===== src/rtl/seq_arb_pkg.sv =====
// Shared types and helpers for the round-robin "101" detector arbiter.
package seq_arb_pkg;

  typedef enum logic [1:0] {IDLE, CLR, STREAM, DRAIN} state_t;

  typedef enum logic [1:0] {S00 = 2'b00, S01 = 2'b01, S10 = 2'b10, S11 = 2'b11} det_state_t;

  // First asserted request at or after ptr, wrapping at n (n <= 8).
  function automatic logic [2:0] rr_pick(input logic [7:0] req,
                                         input logic [2:0] ptr,
                                         input int unsigned n);
    logic [2:0]  win;
    logic        found;
    int unsigned idx;
    win   = '0;
    found = 1'b0;
    for (int unsigned i = 0; i < 8; i++) begin
      idx = (32'(ptr) + i) % n;
      if (i < n && !found && req[idx[2:0]]) begin
        win   = idx[2:0];
        found = 1'b1;
      end
    end
    return win;
  endfunction

endpackage


===== src/rtl/seq_det_arbiter_if.sv =====
// Requester-side bus of seq_det_arbiter: requests, serial data, grant and detection reporting.
interface seq_det_arbiter_if #(
  parameter int N_REQ = 4,
  parameter int CNT_W = 8
);
  localparam int IDW = (N_REQ > 1) ? $clog2(N_REQ) : 1;

  logic [N_REQ-1:0]       req;
  logic [N_REQ-1:0]       bit_in;
  logic [N_REQ-1:0]       gnt;
  logic                   busy;
  logic                   det_pulse;
  logic [IDW-1:0]         det_id;
  logic [N_REQ*CNT_W-1:0] hit_cnt;
  logic                   abort;

  modport master (output req, bit_in,
                  input  gnt, busy, det_pulse, det_id, hit_cnt, abort);
  modport slave  (input  req, bit_in,
                  output gnt, busy, det_pulse, det_id, hit_cnt, abort);
endinterface


===== src/rtl/seq_det_101.sv =====
// Moore overlapping "101" detector with enable and synchronous clear.
module seq_det_101
  import seq_arb_pkg::*;
(
  input  logic clk,
  input  logic rst,
  input  logic clr,
  input  logic en,
  input  logic w,
  output logic z
);
  det_state_t y, y_nxt;

  always_comb begin
    y_nxt = y;
    if (en) begin
      unique case (y)
        S00: y_nxt = w ? S01 : S00;
        S01: y_nxt = w ? S01 : S10;
        S10: y_nxt = w ? S11 : S00;
        S11: y_nxt = w ? S01 : S10;
        default: y_nxt = S00;
      endcase
    end
  end

  always_ff @(posedge clk or negedge rst) begin
    if (!rst)     y <= S00;
    else if (clr) y <= S00;
    else          y <= y_nxt;
  end

  assign z = (y == S11);
endmodule


===== src/rtl/seq_det_arbiter.sv =====
// Round-robin arbiter streaming BURST_LEN-bit bursts into one shared "101" detector.
// Define SEQ_ARB_FIXED_PRIO_EN for fixed priority (lowest asserted index wins).
module seq_det_arbiter
  import seq_arb_pkg::*;
#(
  parameter int N_REQ     = 4,
  parameter int BURST_LEN = 8,
  parameter int CNT_W     = 8
) (
  input  logic clk,
  input  logic rst,
  seq_det_arbiter_if.slave bus
);
  localparam int IDW = (N_REQ > 1) ? $clog2(N_REQ) : 1;

  state_t           state;
  logic [IDW-1:0]   sel, ptr, pick, ptr_nxt;
  logic [7:0]       beat;
  logic [N_REQ-1:0] gnt;
  logic             abort_q, fed;
  logic             det_clr, det_en, z, det_pulse;
  logic [CNT_W-1:0] cnt [N_REQ];

  assign det_clr   = (state == CLR);
  assign det_en    = (state == STREAM) && bus.req[sel];
  assign det_pulse = z & fed;
  // With the pointer pinned at 0, rr_pick degenerates to lowest-index priority.
  assign pick      = IDW'(rr_pick(8'(bus.req), 3'(ptr), N_REQ));
  assign ptr_nxt   = (sel == IDW'(N_REQ - 1)) ? '0 : sel + 1'b1;

  seq_det_101 u_det (
    .clk (clk),
    .rst (rst),
    .clr (det_clr),
    .en  (det_en),
    .w   (bus.bit_in[sel]),
    .z   (z)
  );

  always_ff @(posedge clk or negedge rst) begin
    if (!rst) begin
      state   <= IDLE;
      sel     <= '0;
      ptr     <= '0;
      beat    <= '0;
      gnt     <= '0;
      abort_q <= 1'b0;
      fed     <= 1'b0;
    end else begin
      fed     <= det_en;
      abort_q <= 1'b0;
      unique case (state)
        IDLE: if (|bus.req) begin
          sel   <= pick;
          gnt   <= N_REQ'(1) << pick;
          state <= CLR;
        end
        CLR: begin
          beat  <= '0;
          state <= STREAM;
        end
        STREAM: if (!bus.req[sel]) begin
          gnt     <= '0;
          abort_q <= 1'b1;
          state   <= DRAIN;
        end else begin
          beat <= beat + 1'b1;
          if (beat == 8'(BURST_LEN - 1)) begin
            gnt   <= '0;
            state <= DRAIN;
          end
        end
        DRAIN: begin
`ifdef SEQ_ARB_FIXED_PRIO_EN
          ptr <= '0;
`else
          ptr <= ptr_nxt;
`endif
          state <= IDLE;
        end
        default: state <= IDLE;
      endcase
    end
  end

  always_ff @(posedge clk or negedge rst) begin
    if (!rst) begin
      for (int unsigned i = 0; i < N_REQ; i++) cnt[i] <= '0;
    end else if (det_pulse && cnt[sel] != '1) begin
      cnt[sel] <= cnt[sel] + 1'b1;
    end
  end

  for (genvar i = 0; i < N_REQ; i++) begin : g_cnt
    assign bus.hit_cnt[i*CNT_W +: CNT_W] = cnt[i];
  end

  assign bus.gnt       = gnt;
  assign bus.busy      = (state != IDLE);
  assign bus.det_pulse = det_pulse;
  assign bus.det_id    = sel;
  assign bus.abort     = abort_q;
endmodule


===== src/flat_wrapper.sv =====
// flat-port wrapper written by rule: the top's interface ports become plain ports
module seq_det_arbiter_flat import seq_arb_pkg::*;
#(
  parameter int N_REQ     = 4,
  parameter int BURST_LEN = 8,
  parameter int CNT_W     = 8
)
  (clk, rst, bus_req, bus_bit_in, bus_gnt, bus_busy, bus_det_pulse, bus_det_id, bus_hit_cnt, bus_abort);
  seq_det_arbiter_if #(.N_REQ(N_REQ), .CNT_W(CNT_W)) bus_i ();
  input  logic clk;
  input  logic rst;
  input wire logic [$bits(bus_i.req)-1:0] bus_req;
  input wire logic [$bits(bus_i.bit_in)-1:0] bus_bit_in;
  output wire logic [$bits(bus_i.gnt)-1:0] bus_gnt;
  output wire logic [$bits(bus_i.busy)-1:0] bus_busy;
  output wire logic [$bits(bus_i.det_pulse)-1:0] bus_det_pulse;
  output wire logic [$bits(bus_i.det_id)-1:0] bus_det_id;
  output wire logic [$bits(bus_i.hit_cnt)-1:0] bus_hit_cnt;
  output wire logic [$bits(bus_i.abort)-1:0] bus_abort;
  assign bus_i.req = bus_req;
  assign bus_i.bit_in = bus_bit_in;
  assign bus_gnt = bus_i.gnt;
  assign bus_busy = bus_i.busy;
  assign bus_det_pulse = bus_i.det_pulse;
  assign bus_det_id = bus_i.det_id;
  assign bus_hit_cnt = bus_i.hit_cnt;
  assign bus_abort = bus_i.abort;
  seq_det_arbiter #(.N_REQ(N_REQ), .BURST_LEN(BURST_LEN), .CNT_W(CNT_W)) u_core (.clk(clk), .rst(rst), .bus(bus_i));
endmodule

===== config.mk =====
export PLATFORM = sky130hd
export DESIGN_NAME = seq_det_arbiter_flat
export DESIGN_NICKNAME = d
export VERILOG_FILES = /design/src/rtl/seq_arb_pkg.sv /design/src/rtl/seq_det_arbiter_if.sv /design/src/rtl/seq_det_101.sv /design/src/rtl/seq_det_arbiter.sv /design/src/flat_wrapper.sv
export SDC_FILE = /design/constraint.sdc
export NUM_CORES = 1
export LEC_CHECK = 0
export CORE_AREA = 2 2 90 75
export CTS_CLUSTER_DIAMETER = 150
export CTS_CLUSTER_SIZE = 8
export DETAILED_ROUTE_END_ITERATION = 16
export DIE_AREA = 0 0 92 77
export PLACE_DENSITY = 0.74
export SETUP_SLACK_MARGIN = 0.4
export SLEW_MARGIN = 20
export SYNTH_ARGS = -nofsm -noshare
export SYNTH_HDL_FRONTEND = slang
export SYNTH_SLANG_ARGS = --single-unit

===== constraint.sdc =====
create_clock -name clk -period 2.5 [get_ports clk]
set_clock_uncertainty 0.2 [all_clocks]
set_input_delay 0.5 -clock clk [delete_from_list [all_inputs] [get_ports clk]]
set_output_delay 0.5 -clock clk [all_outputs]
set_load 0.01 [all_outputs]

# Word level (Yosys, flattened, before mapping)
# Cells that the tools add are included.
[totals]
register_bits = 54
input_bits = 10
elab_cells = 105
[classes]
n_addsub = 6
n_lt_le_gt_ge = 7
eq_ne = 12
shift = 1
n_mux = 44
n_bitwise = 2
n_reduce_logical = 21
[op_table]
columns = ["operator", "count"]
rows = [
  ["bitwise mux 32 bit", 1],
  ["two-way mux 8 bit", 4],
  ["two-way mux 2 bit", 12],
  ["adder 8 x 1 -> 8 bit (second input constant)", 2],
  ["binary-select mux 8 bit (select 2 bit)", 1],
  ["demux 8 bit (select 2 bit)", 1],
  ["less-than comparator 2 x 4 -> 1 bit (second input constant)", 4],
  ["case mux 8 bit (2 select lines)", 1],
  ["binary-select mux 1 bit (select 2 bit)", 6],
  ["two-way mux 1 bit", 12],
  ["two-way mux 4 bit", 3],
  ["== test 2 bit (second input constant)", 5],
  ["== test 8 x 3 -> 1 bit (second input constant)", 1],
  ["inequality test 8 bit (second input constant)", 1],
  ["case mux 2 bit (4 select lines)", 1],
  ["case mux 4 bit (2 select lines)", 1],
  ["nonzero test 2 bit", 4],
  ["logical AND 1 bit", 6],
  ["case mux 2 bit (3 select lines)", 1],
  ["AND reduction 2 bit", 3],
  ["adder 2 x 1 -> 2 bit (second input constant)", 2],
  ["adder 2 bit (second input constant)", 2],
  ["== test 2 x 1 -> 1 bit (second input constant)", 2],
  ["zero test 2 bit", 2],
  ["other kinds (13)", 15],
]

# Longest topological paths before layout
# Gate-level depths: netlist of run 1.
[logic_depth]
depth_word = 15
depth_mapped = 9

# Modules after synthesis
# A second synthesis of run 1 with hierarchy kept.
[hier_totals]
hier_cells = 259
area_unflattened_um2 = 2812.7
[by_module_without_submodules]
columns = ["mod", "instances", "cells_per_inst", "area_each_um2", "seq_area_each_um2"]
rows = [
  ["seq_det_arbiter", 1, 249, 2715.1, 1301.2],
  ["seq_det_101", 1, 10, 97.6, 50.0],
]

# Worst setup path after synthesis of run 1
# Ideal clock, no wire load.
[synth_path]
path_type = "reg-to-reg"
start = "reg u_core.sel[0] (netlist: u_core.bus.det_id[0])"
end = "reg u_core.cnt, in the netlist u_core.bus.hit_cnt[17]"
setup_ps = 125
t_arrival_ps = 2382
t_required_ps = 2175
path_slack_ps = -206
stages_incl_launch_ff = 7
cell_sequence = "dfrtp_1 buf_6 mux4_2 ha_1 and3_1 a21oi_4 mux2_2"
[synth_via]
elab_chain_len = 6
[synth_rtl]
columns = ["element", "line", "rtl"]
rows = [
  ["from (decl)", "seq_det_arbiter.sv:17", "logic [IDW-1:0] sel, ptr, pick, ptr_nxt;"],
  ["from (signal assigned)", "seq_det_arbiter.sv:54", "sel <= pick;"],
  ["inverter 2 -> 3 bit (implied by the code) (*)", "seq_det_arbiter.sv:89, seq_det_arbiter.sv:90", ""],
  ["binary-select mux 8 bit (select 2 bit) (tied with other cells)", "seq_det_arbiter.sv:89, seq_det_arbiter.sv:90", ""],
  ["two-way mux 8 bit (implied by the code) / logical AND 1 bit (equally long branches)", "seq_det_arbiter.sv:89, seq_det_arbiter.sv:90", ""],
  ["two-way mux 8 bit, on equally long branches", "seq_det_arbiter.sv:89, seq_det_arbiter.sv:90", ""],
  ["adder 8 x 1 -> 8 bit (tied with other cells)", "seq_det_arbiter.sv:90", "cnt[sel] <= cnt[sel] + 1'b1;"],
  ["bitwise mux 32 bit / logical AND 1 bit (equally long branches)", "seq_det_arbiter.sv:90, seq_det_arbiter.sv:89", ""],
  ["to (signal, indexed assignment)", "seq_det_arbiter.sv:90", ""],
  ["to (decl)", "seq_det_arbiter.sv:22", "logic [CNT_W-1:0] cnt [N_REQ];"],
]
# Mark *: on every way between the ends. The rest lies on a longest branch, timed or not. The select of a mux whose other input is x is not followed.
# A chain may end at the register's enable or synchronous reset.

# Worst setup path after layout of run 1
# Ends and elaborated chain as after synthesis.

==> results.toml, run 1 <==
[outcome]
status = "finished, final reports clean"

[layout]
instances_no_fill = 431
post_route_cells_drive_above_1_share_pct = 35.7
fillCellCount = 477
antennaDiodeCount = 0
area_growth_syn_to_layout_pct = 44.7
final_net_count = 367

[detailed_routing]
route.detailed.drc = 0
drt_first_pass_iters = 4
num_vias = 2217
drt_first_iter_violations = 111
post_drt_wl_per_cell_um = 15.5
detail_route.wirelength_um = 6690
postRouteAntennaNets = 0
detail_route.vias_per_cell = 5.14

[worst_setup_path]
critical_path.max_fanout = 4
cp_data_arrival_time_ns = 2.35
setup.worst_path.class = "flip-flop to flip-flop"
critPathCaptureType = "flip-flop"
crit_required_ns = 2.49
crit_start_category = "flip-flop"

[floorplan]
coreArea_um2 = 6180
rows = 26
die_height_um = 77
ios = 51
dieArea_um2 = 7080
fp.dieW_um = 92
start_util_pct = 45.4

[synth]
synth.lib_cells_used.distinct = 39
avgSynthCellArea_um2 = 11.2
synth_top_flop_cell = "dfrtp_1"
post_synth_instance_area_um2 = 2810
synth_async_sr_flop_share_pct = 100
synth.top_cell.area_share_pct = 48.1
yosys-top-cells-count = "54 x dfrtp_1, 36 x nor2_1, 34 x a21oi_1"
synthesis.instances = 251
synthDominantAreaCellType = "dfrtp_1"
synth-edff-count = 0
synth_area_leaders = "dfrtp_1 48%, a21oi_1 6.1%, mux4_2 5.6%"
post-synth-top-count-cell = "dfrtp_1"
yosys_warnings = 0
ys_seq_area_share_pct = 48.1
synth_fp_nets = 272
ys_ff_latch = 54

[placed_design]
dpl.hpwl_um = 4570
io_buffer_count = 50
gp_congestion = 0.777
place.detailed.instances = 404

[timing]
timing.final.setup_violations = 0
achievable-frequency_ghz = 0.424
unrepaired_setup_endpoints_after_global_routing = "yes"
hold_viol_final = 0
min_period_ns = 2.36
relative_slew_slack_pct = 68.0
final-max-slew-violation-count = 0
tightestPinTransition_ns = 0.480
final.setup.tns_ns = 0
final.period_utilization_pct = 94.2

[grt]
grt_pass1_wl_um = 11300
antenna_found_initial = 0
gr-total-overflow = 0
first_global_vias = 2285
track_usage_pct = 20.0
pin_count_of_the_biggest_net_entering_global_routing = 47

[power]
netSwitchingFraction_pct = 34.4
cellLeakagePower_nw = 1.84
power_per_cell_area_nw_per_um2 = 823
seq_power_share_pct = 35.7
share_clk_of_total_power_pct = 14.8
netSwitchingPower_mw = 1.15
combPwrFrac_pct = 49.5
internal_power_mw = 2.19
total_power_mw = 3.34
ir_drop_uv = 699

[min_path]
hp-class = "flip-flop to flip-flop"

[clock_network]
cts_buffers = 5
clk_transition_reported_paths_ns = 0.09
worstSkewPairLatency_ns = 0.30
clock_tree.buffer_depth = 2
root_buffer = "clkbuf_8"
tritoncts_num_sinks = 54
clock_tree_from_tritoncts = "yes"
clock_tree.htree_level_count = 2

[flow_run]
number_of_maximum_capacitance_violations = 0
worst paths after layout:
| kind | from | endpoint | slack [ns] | depth (start not counted) |
|---|---|---|---|---|
| worst min register to register | u_core.bus.gnt[2] | u_core.bus.gnt[2] | 0.32 | 1 |
| worst max register to register | u_core.bus.det_id[0] | u_core.bus.hit_cnt[17] | 0.14 | 6 |
| worst min-delay path | u_core.bus.gnt[2] | u_core.bus.gnt[2] | 0.32 | 1 |
| min in group asynchronous | rst | u_core.bus.hit_cnt[19] | 0.38 | 2 |
| max in group asynchronous | rst | u_core.bus.det_id[0] | 1.20 | 3 |
| worst max-delay path | u_core.bus.det_id[0] | u_core.bus.hit_cnt[17] | 0.14 | 6 |
area by class of cell:
type	count	area, um^2	share of cell area [%]
multi-input combinational	178	1540	38.0
clock inverter	1	5.00	0.123
clock buffer	7	86.3	2.13
tap	84	105	2.59
timing repair buffer	98	931	22.9
sequential	54	1360	33.4
inverter	9	33.8	0.832
power by group through the flow:
stage | combinational (mW) | sequential [mW] | clock [mW]
floorplan | 0.792 | 1.22 | 0
global placement | 1.26 | 1.25 | 0
detailed placement | 1.29 | 1.27 | 0
CTS | 1.57 | 1.19 | 0.509
global route | 1.79 | 1.22 | 0.550
finish | 1.65 | 1.19 | 0.497
logic make-up (layout without fill, tap and decap cells):
family | count (synthesis) | count (layout) | share of synthesized area, %
AO/OA/AOI/OAI | 54 | 54 | 12.3
adder cells (fa/ha/maj) | 11 | 11 | 4.90
multiplexers | 22 | 22 | 13.8
XOR/XNOR | 9 | 9 | 2.81
flip-flops | 54 | 54 | 48.1
buffers and inverters | 19 | 115 | 4.06
AND/OR/NAND/NOR | 82 | 82 | 14.0
registers in the layout, summed over array words and instances, names as in the netlist:
register and flops:
u_core.bus.det_id 2, u_core.state 2, u_core.ptr 2, u_core.bus.hit_cnt 32, u_core.bus.gnt 4, u_core.bus.abort 1, u_core.fed 1, u_core.beat 8
u_core.u_det.y 2
through the flow:
step                cell area [um^2]  util (%)  hold slack [ns]  setup slack (ns)
floorplan                       2900         -          0.00441             0.103
global placement                3660      59.1            0.167           -0.0920
detailed placement              3660      59.1            0.168            -0.147
CTS                             3970      64.3            0.321             0.166
global route                    4060      65.7            0.341             0.113
finish                          4060      65.7            0.317             0.144
layout by cell type, fill, tap and decap left out, drive strengths merged:
master / n
a221oi: 1
clkdlybuf4s50: 41
nor2: 36
o31ai: 1
nand4: 3
nor4b: 1
buf: 48
clkbuf: 7
nor3b: 2
dlygate4sd3: 1
o21bai: 1
and3b: 1
and4: 1
and2b: 1
xor2: 7
o21ai: 10
xnor2: 2
a21oi: 38
dfrtp: 54
nor4: 1
a31oi: 1
mux2: 12
mux4: 10
nand3: 4
dlygate4sd2: 8
and2: 2
nand2: 17
a22o: 2
nor2b: 2
nand3b: 2
and3: 4
inv: 9
nand2b: 3
nor3: 2
clkinv: 1
ha: 11
layer usage:
metal | global-route usage, % | part of all wire [%] | vias up
met2 | 32.9 | 50 | 35
met3 | 3.05 | 2.2 | 4
met1 | 28.7 | 47 | 1112
met4 | 3.28 | 0.70 | 0
li1 | - | - | 1066
met5 | 0 | 0 | -
worst max-delay path, stage by stage, from the launching register on:
cell and delay (ns):
dfrtp_4 0.51, buf_6 0.14, mux4_2 0.47, ha_4 0.19
and3_4 0.19, a21oi_4 0.24, mux2_4 0.32
timing repair:
item                                   4_1_cts  5_1_grt
setup endpoints to repair                   48       44
resized for setup                           41       21
pin swaps                                    4        4
setup buffers                               15        2
hold buffers                                 1        0
endpoints found under the hold margin        8        0
cloned                                       1        0
(Power assumes the default switching activity.)
==> inputs of run 2 (changes only) <==
--- a/config.mk
+++ b/config.mk
@@ -11,7 +11,7 @@
 export DETAILED_ROUTE_END_ITERATION = 16
 export DIE_AREA = 0 0 92 77
 export PLACE_DENSITY = 0.74
-export SETUP_SLACK_MARGIN = 0.4
+export SETUP_SLACK_MARGIN = 0.1
 export SLEW_MARGIN = 20
 export SYNTH_ARGS = -nofsm -noshare
 export SYNTH_HDL_FRONTEND = slang
==> run 2 against run 1 <==
The run now ends with hold timing left. Sequential power barely moved. Core utilization fell by 5.1 points. Clock-buffer cell count unchanged. Critical endpoint is now u_core.bus.hit_cnt[25]. Largest power group unchanged.
==> results.toml, run 2 (synthesized netlist as in run 1, its figures left out) <==
[power]
cellLeakagePower_nw = 1.71
ir_drop_uv = 484
netSwitchingPower_mw = 1.09
combPwrFrac_pct = 46.4
netSwitchingFraction_pct = 34.6
seq_power_share_pct = 37.6
power_per_cell_area_nw_per_um2 = 838
share_clk_of_total_power_pct = 16.1
internal_power_mw = 2.05

[floorplan]
die_height_um = 77
dieArea_um2 = 7080
fp.dieW_um = 92
rows = 26
start_util_pct = 45.4
ios = 51
coreArea_um2 = 6180

[placed_design]
pre_cts_ws_ns = -0.144
dpl.hpwl_um = 4900
place.detailed.instances = 405
gp_congestion = 0.854
post_place_cell_area_um2 = 3590
io_buffer_count = 50

[layout]
area_growth_syn_to_layout_pct = 33.5
largest_register_ffs = 32
mostFrequentLayoutCells = "53 x dfrtp_1, 49 x clkdlybuf4s50_1, 36 x nor2_1"
antennaDiodeCount = 0
mostFrequentLayoutCell = "dfrtp_1"
final_net_count = 353
fillCellCount = 530
instances_no_fill = 417
design_area_um2 = 3750
post_route_cells_drive_above_1_share_pct = 22.2

[clock_network]
cts_buffers = 5
clock_tree.buffer_depth = 2
clock_tree_from_tritoncts = "yes"
clk_transition_reported_paths_ns = 0.09
worstSkewPairLatency_ns = 0.31
root_buffer = "clkbuf_8"
clock_tree.htree_level_count = 2
tritoncts_num_sinks = 54

[detailed_routing]
detail_route.wirelength_um = 6490
route.detailed.drc = 0
postRouteAntennaNets = 0
drt_first_pass_iters = 4
detail_route.vias_per_cell = 5.27
num_vias = 2196
post_drt_wl_per_cell_um = 15.6
drt_first_iter_violations = 126

[worst_setup_path]
setup.worst_path.class = "flip-flop to flip-flop"
cp_cell_sequence = "buf_12, mux4_2, ha_4, and3_4, a21oi_4, mux2_4"
critical_path.max_fanout = 11
worst-path-stages = 6
critical_path.top_delay_family = "multiplexers"
cp_data_arrival_time_ns = 2.35
crit_start_category = "flip-flop"
reg2reg_depth = 6
critical-path-max-stage-delay_ns = 0.58
timing.critical_path.slowest_stage_cell = "mux4_2"
critPathCaptureType = "flip-flop"
path_buf_inv = 1
crit_required_ns = 2.50

[timing]
setup_ws_ns = 0.144
final.period_utilization_pct = 94.2
unrepaired_setup_endpoints_after_global_routing = "yes"
final.setup.tns_ns = 0
achievable-frequency_ghz = 0.424
min_period_ns = 2.36
hold_viol_final = 25
relative_slew_slack_pct = 60.9
tightestPinTransition_ns = 0.587
final-max-slew-violation-count = 0
holdWs_ns = -0.0133
timing.final.setup_violations = 0

[grt]
antenna_found_initial = 0
grt_pass1_wl_um = 10500
pin_count_of_the_biggest_net_entering_global_routing = 28
first_global_vias = 2146
gr-total-overflow = 0
track_usage_pct = 18.7

[outcome]
violations = "hold timing"
status = "complete, but fails checks"

[flow_run]
number_of_maximum_capacitance_violations = 0

[min_path]
hp-class = "input pin to asynchronous set/reset pin"
## run 2: cell count changes in the layout (fill, tap and decap cells not counted), moves of 2 or more
cell,previous run,this run
nor2_1,21,36
clkdlybuf4s50_1,41,49
buf_6,10,5
nor2_2,11,0
a21oi_1,18,33
a21oi_2,16,1
o21ai_0,5,10
buf_4,33,28
o21ai_1,5,0
nor2_4,4,0
dlygate4sd2_1,8,0
buf_12,3,1
## run 2: final timing paths
check	end	slack [ns]	start
worst max-delay path	u_core.bus.hit_cnt[25]	0.14	u_core.bus.det_id[0]
worst min-delay path	u_core.bus.hit_cnt[28]	-0.01	rst
worst max register to register	u_core.bus.hit_cnt[25]	0.14	u_core.bus.det_id[0]
worst min register to register	u_core.bus.gnt[0]	0.33	u_core.bus.gnt[0]
max in group asynchronous	u_core.bus.hit_cnt[17]	1.41	rst
min in group clk	u_core.bus.gnt[0]	0.33	u_core.bus.gnt[0]
## run 2: final cells by class
| cell class | count | area (um^2) | share of cell area [%] |
|---|---|---|---|
| inverters | 9 | 33.8 | 0.902 |
| multi-input cells | 178 | 1380 | 36.9 |
| repair buffers | 84 | 782 | 20.9 |
| clock inverters | 1 | 5.00 | 0.134 |
| flip-flops and latches | 54 | 1350 | 36.1 |
| well taps | 84 | 105 | 2.81 |
| clock buffers | 7 | 86.3 | 2.30 |
## run 2: repair_timing
action                                  CTS  global route
endpoints found under the setup margin   33            32
setup buffers                             3             1
hold buffers                              0             0
pin swaps                                 0             0
endpoints found under the hold margin     0             0
gates resized for setup                   0             8
## run 2: power groups by stage
stage	clock, mW	combinational [mW]	sequential (mW)
floorplan	0	0.773	1.22
global placement	0	1.28	1.23
detailed placement	0	1.33	1.24
CTS	0.515	1.45	1.17
global route	0.550	1.57	1.20
finish	0.504	1.46	1.18
## run 2: through the flow
| step | power (mW) | utilization, % |
|---|---|---|
| final | 3.14 | 60.6 |
| after global routing | 3.32 | 60.6 |
| after CTS | 3.13 | 60.1 |
| after detailed placement | 2.57 | 58.0 |
| after global placement | 2.52 | 58.0 |
| after floorplan | 1.99 | - |
## run 2: layer usage
| layer | wire length (um) | GRT usage (%) | vias to the layer above |
|---|---|---|---|
| met5 | 0 | 0 | - |
| met4 | 57 | 4.63 | 0 |
| met3 | 292 | 3.63 | 8 |
| li1 | - | - | 1044 |
| met1 | 2940 | 26.2 | 1084 |
| met2 | 3200 | 30.1 | 60 |
==> inputs of run 3 (changes only) <==
--- a/config.mk
+++ b/config.mk
@@ -5,12 +5,14 @@
 export SDC_FILE = /design/constraint.sdc
 export NUM_CORES = 1
 export LEC_CHECK = 0
-export CORE_AREA = 2 2 90 75
+export CELL_PAD_IN_SITES_DETAIL_PLACEMENT = 0
+export CELL_PAD_IN_SITES_GLOBAL_PLACEMENT = 2
+export CORE_AREA = 2 2 110 91
 export CTS_CLUSTER_DIAMETER = 150
 export CTS_CLUSTER_SIZE = 8
 export DETAILED_ROUTE_END_ITERATION = 16
-export DIE_AREA = 0 0 92 77
-export PLACE_DENSITY = 0.74
+export DIE_AREA = 0 0 112 93
+export PLACE_DENSITY_LB_ADDON = 0.1
 export SETUP_SLACK_MARGIN = 0.1
 export SLEW_MARGIN = 20
 export SYNTH_ARGS = -nofsm -noshare
==> run 3 against run 2 <==
The run now ends clean. Non-clock buffer count is 3 higher. Wire length is 5.1% higher. Sequential cell count stayed put. Final area is 4.2% higher. Fmax is 0.11% higher. Combinational power is 3% lower. Critical path type unchanged.
==> results.toml, run 3 (synthesized netlist as in run 1, its figures left out) <==
[outcome]
status = "finished, final reports clean"

[layout]
design_area_um2 = 3910
antennaDiodeCount = 0
post_route_cells_drive_above_1_share_pct = 23.5
largest_register_ffs = 32
mostFrequentLayoutCells = "52 x dfrtp_1, 49 x clkdlybuf4s50_1, 36 x nor2_1"
fin_util_pct = 41.7
mostFrequentLayoutCell = "dfrtp_1"
instances_no_fill = 455
final_net_count = 356
area_growth_syn_to_layout_pct = 39.1

[timing]
unrepaired_setup_endpoints_after_global_routing = "yes"
timing.final.setup_violations = 0
holdWs_ns = 0.0104
hold_viol_final = 0
achievable-frequency_ghz = 0.425
relative_slew_slack_pct = 59.0
min_period_ns = 2.35
final-max-slew-violation-count = 0
tightestPinTransition_ns = 0.615
final.period_utilization_pct = 94.1

[floorplan]
fp.dieW_um = 112
dieArea_um2 = 10400
rows = 32
ios = 51
die_height_um = 93
start_util_pct = 30.0
coreArea_um2 = 9370

[worst_setup_path]
setup.worst_path.class = "flip-flop to flip-flop"
cp_data_arrival_time_ns = 2.33
critical_path.max_fanout = 5
crit_required_ns = 2.48
critPathCaptureType = "flip-flop"
reg2reg_depth = 6
crit_start_category = "flip-flop"

[clock_network]
clk_transition_reported_paths_ns = 0.07
worstSkewPairLatency_ns = 0.29
cts_buffers = 5
number_of_buffers_inserted_for_hold_repair_after_clock_tree_synthesis = 0
clock_tree.htree_level_count = 2
tritoncts_num_sinks = 54
clock_tree.buffer_depth = 2
clock_tree_from_tritoncts = "yes"
root_buffer = "clkbuf_16"

[placed_design]
gp_congestion = 0.727
dpl.hpwl_um = 5090
io_buffer_count = 50
place.detailed.instances = 441
post_place_cell_area_um2 = 3650

[grt]
antenna_found_initial = 0
grt_pass1_wl_um = 11100
pin_count_of_the_biggest_net_entering_global_routing = 31
gr-total-overflow = 0
first_global_vias = 2096
track_usage_pct = 13.6

[min_path]
hp-class = "input pin to asynchronous set/reset pin"

[detailed_routing]
drt_first_iter_violations = 48
drt_first_pass_iters = 4
num_vias = 2113
detail_route.vias_per_cell = 4.64
routed.top_layer = "met4"
dr_wl_met2_um = 3010
detail_route.wirelength_um = 6820
postRouteAntennaNets = 0
wl_met1_um = 3520
wl_met3_um = 232
route.detailed.drc = 0
post_drt_wl_per_cell_um = 15.0

[power]
power_per_cell_area_nw_per_um2 = 877
internal_power_mw = 2.32
combPwrFrac_pct = 41.6
cellLeakagePower_nw = 1.76
seq_power_share_pct = 35.2
netSwitchingPower_mw = 1.11
ir_drop_uv = 317
share_clk_of_total_power_pct = 23.2
total_power_mw = 3.42
netSwitchingFraction_pct = 32.3

[flow_run]
number_of_maximum_capacitance_violations = 0
## run 3: worst max-delay path, stage by stage (launching register included)
cell	delay, ns
dfrtp_2	0.44
buf_6	0.14
mux4_2	0.55
ha_4	0.19
and3_4	0.18
a21oi_4	0.21
mux2_4	0.32
## run 3: path summary, 6_finish.rpt
kind / startpoint / end / slack, ns
setup / recovery: u_core.bus.det_id[0] / u_core.bus.hit_cnt[1] / 0.15
hold / removal: rst / u_core.bus.hit_cnt[7] / 0.01
setup reg to reg: u_core.bus.det_id[0] / u_core.bus.hit_cnt[1] / 0.15
hold reg to reg: u_core.beat[6] / u_core.beat[6] / 0.31
max in group asynchronous: rst / u_core.bus.det_id[0] / 1.49
min in group clk: u_core.beat[6] / u_core.beat[6] / 0.31
## run 3: layout make-up
class / instances / area [um^2]
Clock buffer: 5 / 125
Clock inverter: 3 / 40.0
Fill cell: 933 / 5460
Inverter: 9 / 33.8
Multi-Input combinational cell: 178 / 1390
Sequential cell: 54 / 1350
Tap cell: 119 / 149
Timing Repair Buffer: 87 / 817
## run 3: power by group through the flow
stage	Clock [mW]	Combinational [mW]	Sequential, mW
after floorplan	0	0.773	1.22
after global placement	0	1.33	1.23
after detailed placement	0	1.34	1.23
after CTS	0.820	1.40	1.21
after global routing	0.852	1.57	1.24
final	0.794	1.42	1.21
## run 3: per-layer routing
layer | global-route usage (%) | up-vias
li1 | - | 1048
met1 | 20.4 | 1026
met2 | 20.1 | 32
met3 | 2.85 | 7
met4 | 3.05 | 0
met5 | 0 | -
## run 3: stage by stage
| stage | setup TNS [ns] | setup WS [ns] |
|---|---|---|
| final | 0 | 0.147 |
| after global routing | 0 | 0.0535 |
| after CTS | 0 | 0.106 |
| after detailed placement | -0.607 | -0.148 |
| after global placement | -0.557 | -0.137 |
| after floorplan | 0 | 0.103 |
## run 3: what timing repair did
action | 4_1_cts | 5_1_grt
pin swaps | 1 | 0
gates resized for setup | 3 | 7
setup buffers | 4 | 2
setup endpoints to repair | 31 | 36
==> RTL edit, RTL diff (settings of run 3) <==
`CNT_W` is set to 8 in 3 places; all go to 9.
--- a/src/rtl/seq_det_arbiter_if.sv
+++ b/src/rtl/seq_det_arbiter_if.sv
@@ -2,5 +2,5 @@
 interface seq_det_arbiter_if #(
   parameter int N_REQ = 4,
-  parameter int CNT_W = 8
+  parameter int CNT_W = 9
 );
   localparam int IDW = (N_REQ > 1) ? $clog2(N_REQ) : 1;
--- a/src/rtl/seq_det_arbiter.sv
+++ b/src/rtl/seq_det_arbiter.sv
@@ -6,5 +6,5 @@
   parameter int N_REQ     = 4,
   parameter int BURST_LEN = 8,
-  parameter int CNT_W     = 8
+  parameter int CNT_W     = 9
 ) (
   input  logic clk,
--- a/src/flat_wrapper.sv
+++ b/src/flat_wrapper.sv
@@ -4,5 +4,5 @@
   parameter int N_REQ     = 4,
   parameter int BURST_LEN = 8,
-  parameter int CNT_W     = 8
+  parameter int CNT_W     = 9
 )
   (clk, rst, bus_req, bus_bit_in, bus_gnt, bus_busy, bus_det_pulse, bus_det_id, bus_hit_cnt, bus_abort);
Ports: changed (resized bus_hit_cnt); port bits go from 51 to 55. The function was not compared with the original's and may differ.
==> RTL edit against run 3 <==
- non-clock buffer count up 9
- power up 2.0%
- sequential cell count is 4 higher
- routed wire length grew 11%
- design area grew 12%
- via count up 10%
- worst setup slack worse by 120 ps
- area after synthesis is 2.5% higher
- largest cell class unchanged
- highest routed layer unchanged
==> RTL edit: results <==
[min_path]
hp-class = "register to register"

[logic_synthesis]
synth.ff_latch_count = 58
compound_gate_portion_of_the_synthesized_area_pct = 10.79
ys_top_cells_by_area = "sky130_fd_sc_hd__dfrtp_1 (50%), sky130_fd_sc_hd__mux4_2 (8.6%), sky130_fd_sc_hd__o21ai_0 (6.3%)"
most_numerous_cell_types_in_the_synthesized_netlist = "sky130_fd_sc_hd__dfrtp_1 (58), sky130_fd_sc_hd__nand2_1 (47), sky130_fd_sc_hd__o21ai_0 (36), sky130_fd_sc_hd__ha_1 (12)"
synth.net_count = 283

[final_layout]
final.fill_count = 896
finalNetCount = 382
comb.multi_input.count = 186
final_cell_area_um2 = 4390
multi_input_comb_area_um2 = 1523
largest_reg_flops = 36
sh_seq_area_pct = 33.11
buffers_excl_clock = 96
area_growth_syn_to_layout_pct = 52.63

[drt]
num_vias = 2330
detail_route.wl_per_cell_um = 15.63

[global_routing]
largest_net_degree_at_the_start_of_global_routing = 59
grt_pass1_wl_mm = 12.08
number_of_global_route_vias_before_repair = 2183

[cts]
cts_hold_repair.buffers = 1
ctsResizeCount = 21
cts_setup_buffers = 3

[run_status]
status = "finished, final reports clean"

[setup_path]
critical_path_arrival_ps = 2480
timing.reg2reg.worst_path_depth = 8

[timing]
worst_slew_pin_slew_ps = 474.4

[placed_design]
placement.io_buffers = 54
placement.setup.worst_slack_ps = -108.9
placed_wire_length_estimate_mm = 5.492

[power]
power.combinational.total_mw = 1.13
p_switching_mw = 1.090
static-leakage-power_nw = 1.917
## RTL edit: per-layer routing
| layer | vias up | share of wire (%) | global-route usage [%] |
|---|---|---|---|
| met5 | - | 0 | 0 |
| met4 | 0 | 0.78 | 3.963 |
| met3 | 7 | 4.2 | 4.796 |
| met2 | 49 | 41 | 21.21 |
| met1 | 1147 | 54 | 23.10 |
| li1 | 1127 | - | - |
## RTL edit: path summary, 6_finish.rpt
check	start	endpoint	slack, ps
setup / recovery	u_core.bus.det_id[0]	u_core.bus.hit_cnt[28]	30
hold reg to reg	u_core.bus.gnt[3]	u_core.bus.gnt[3]	280
hold / removal	u_core.bus.gnt[3]	u_core.bus.gnt[3]	280
min in group asynchronous	rst	u_core.bus.hit_cnt[32]	500
max in group asynchronous	rst	u_core.bus.det_id[1]	1310
setup reg to reg	u_core.bus.det_id[0]	u_core.bus.hit_cnt[28]	30
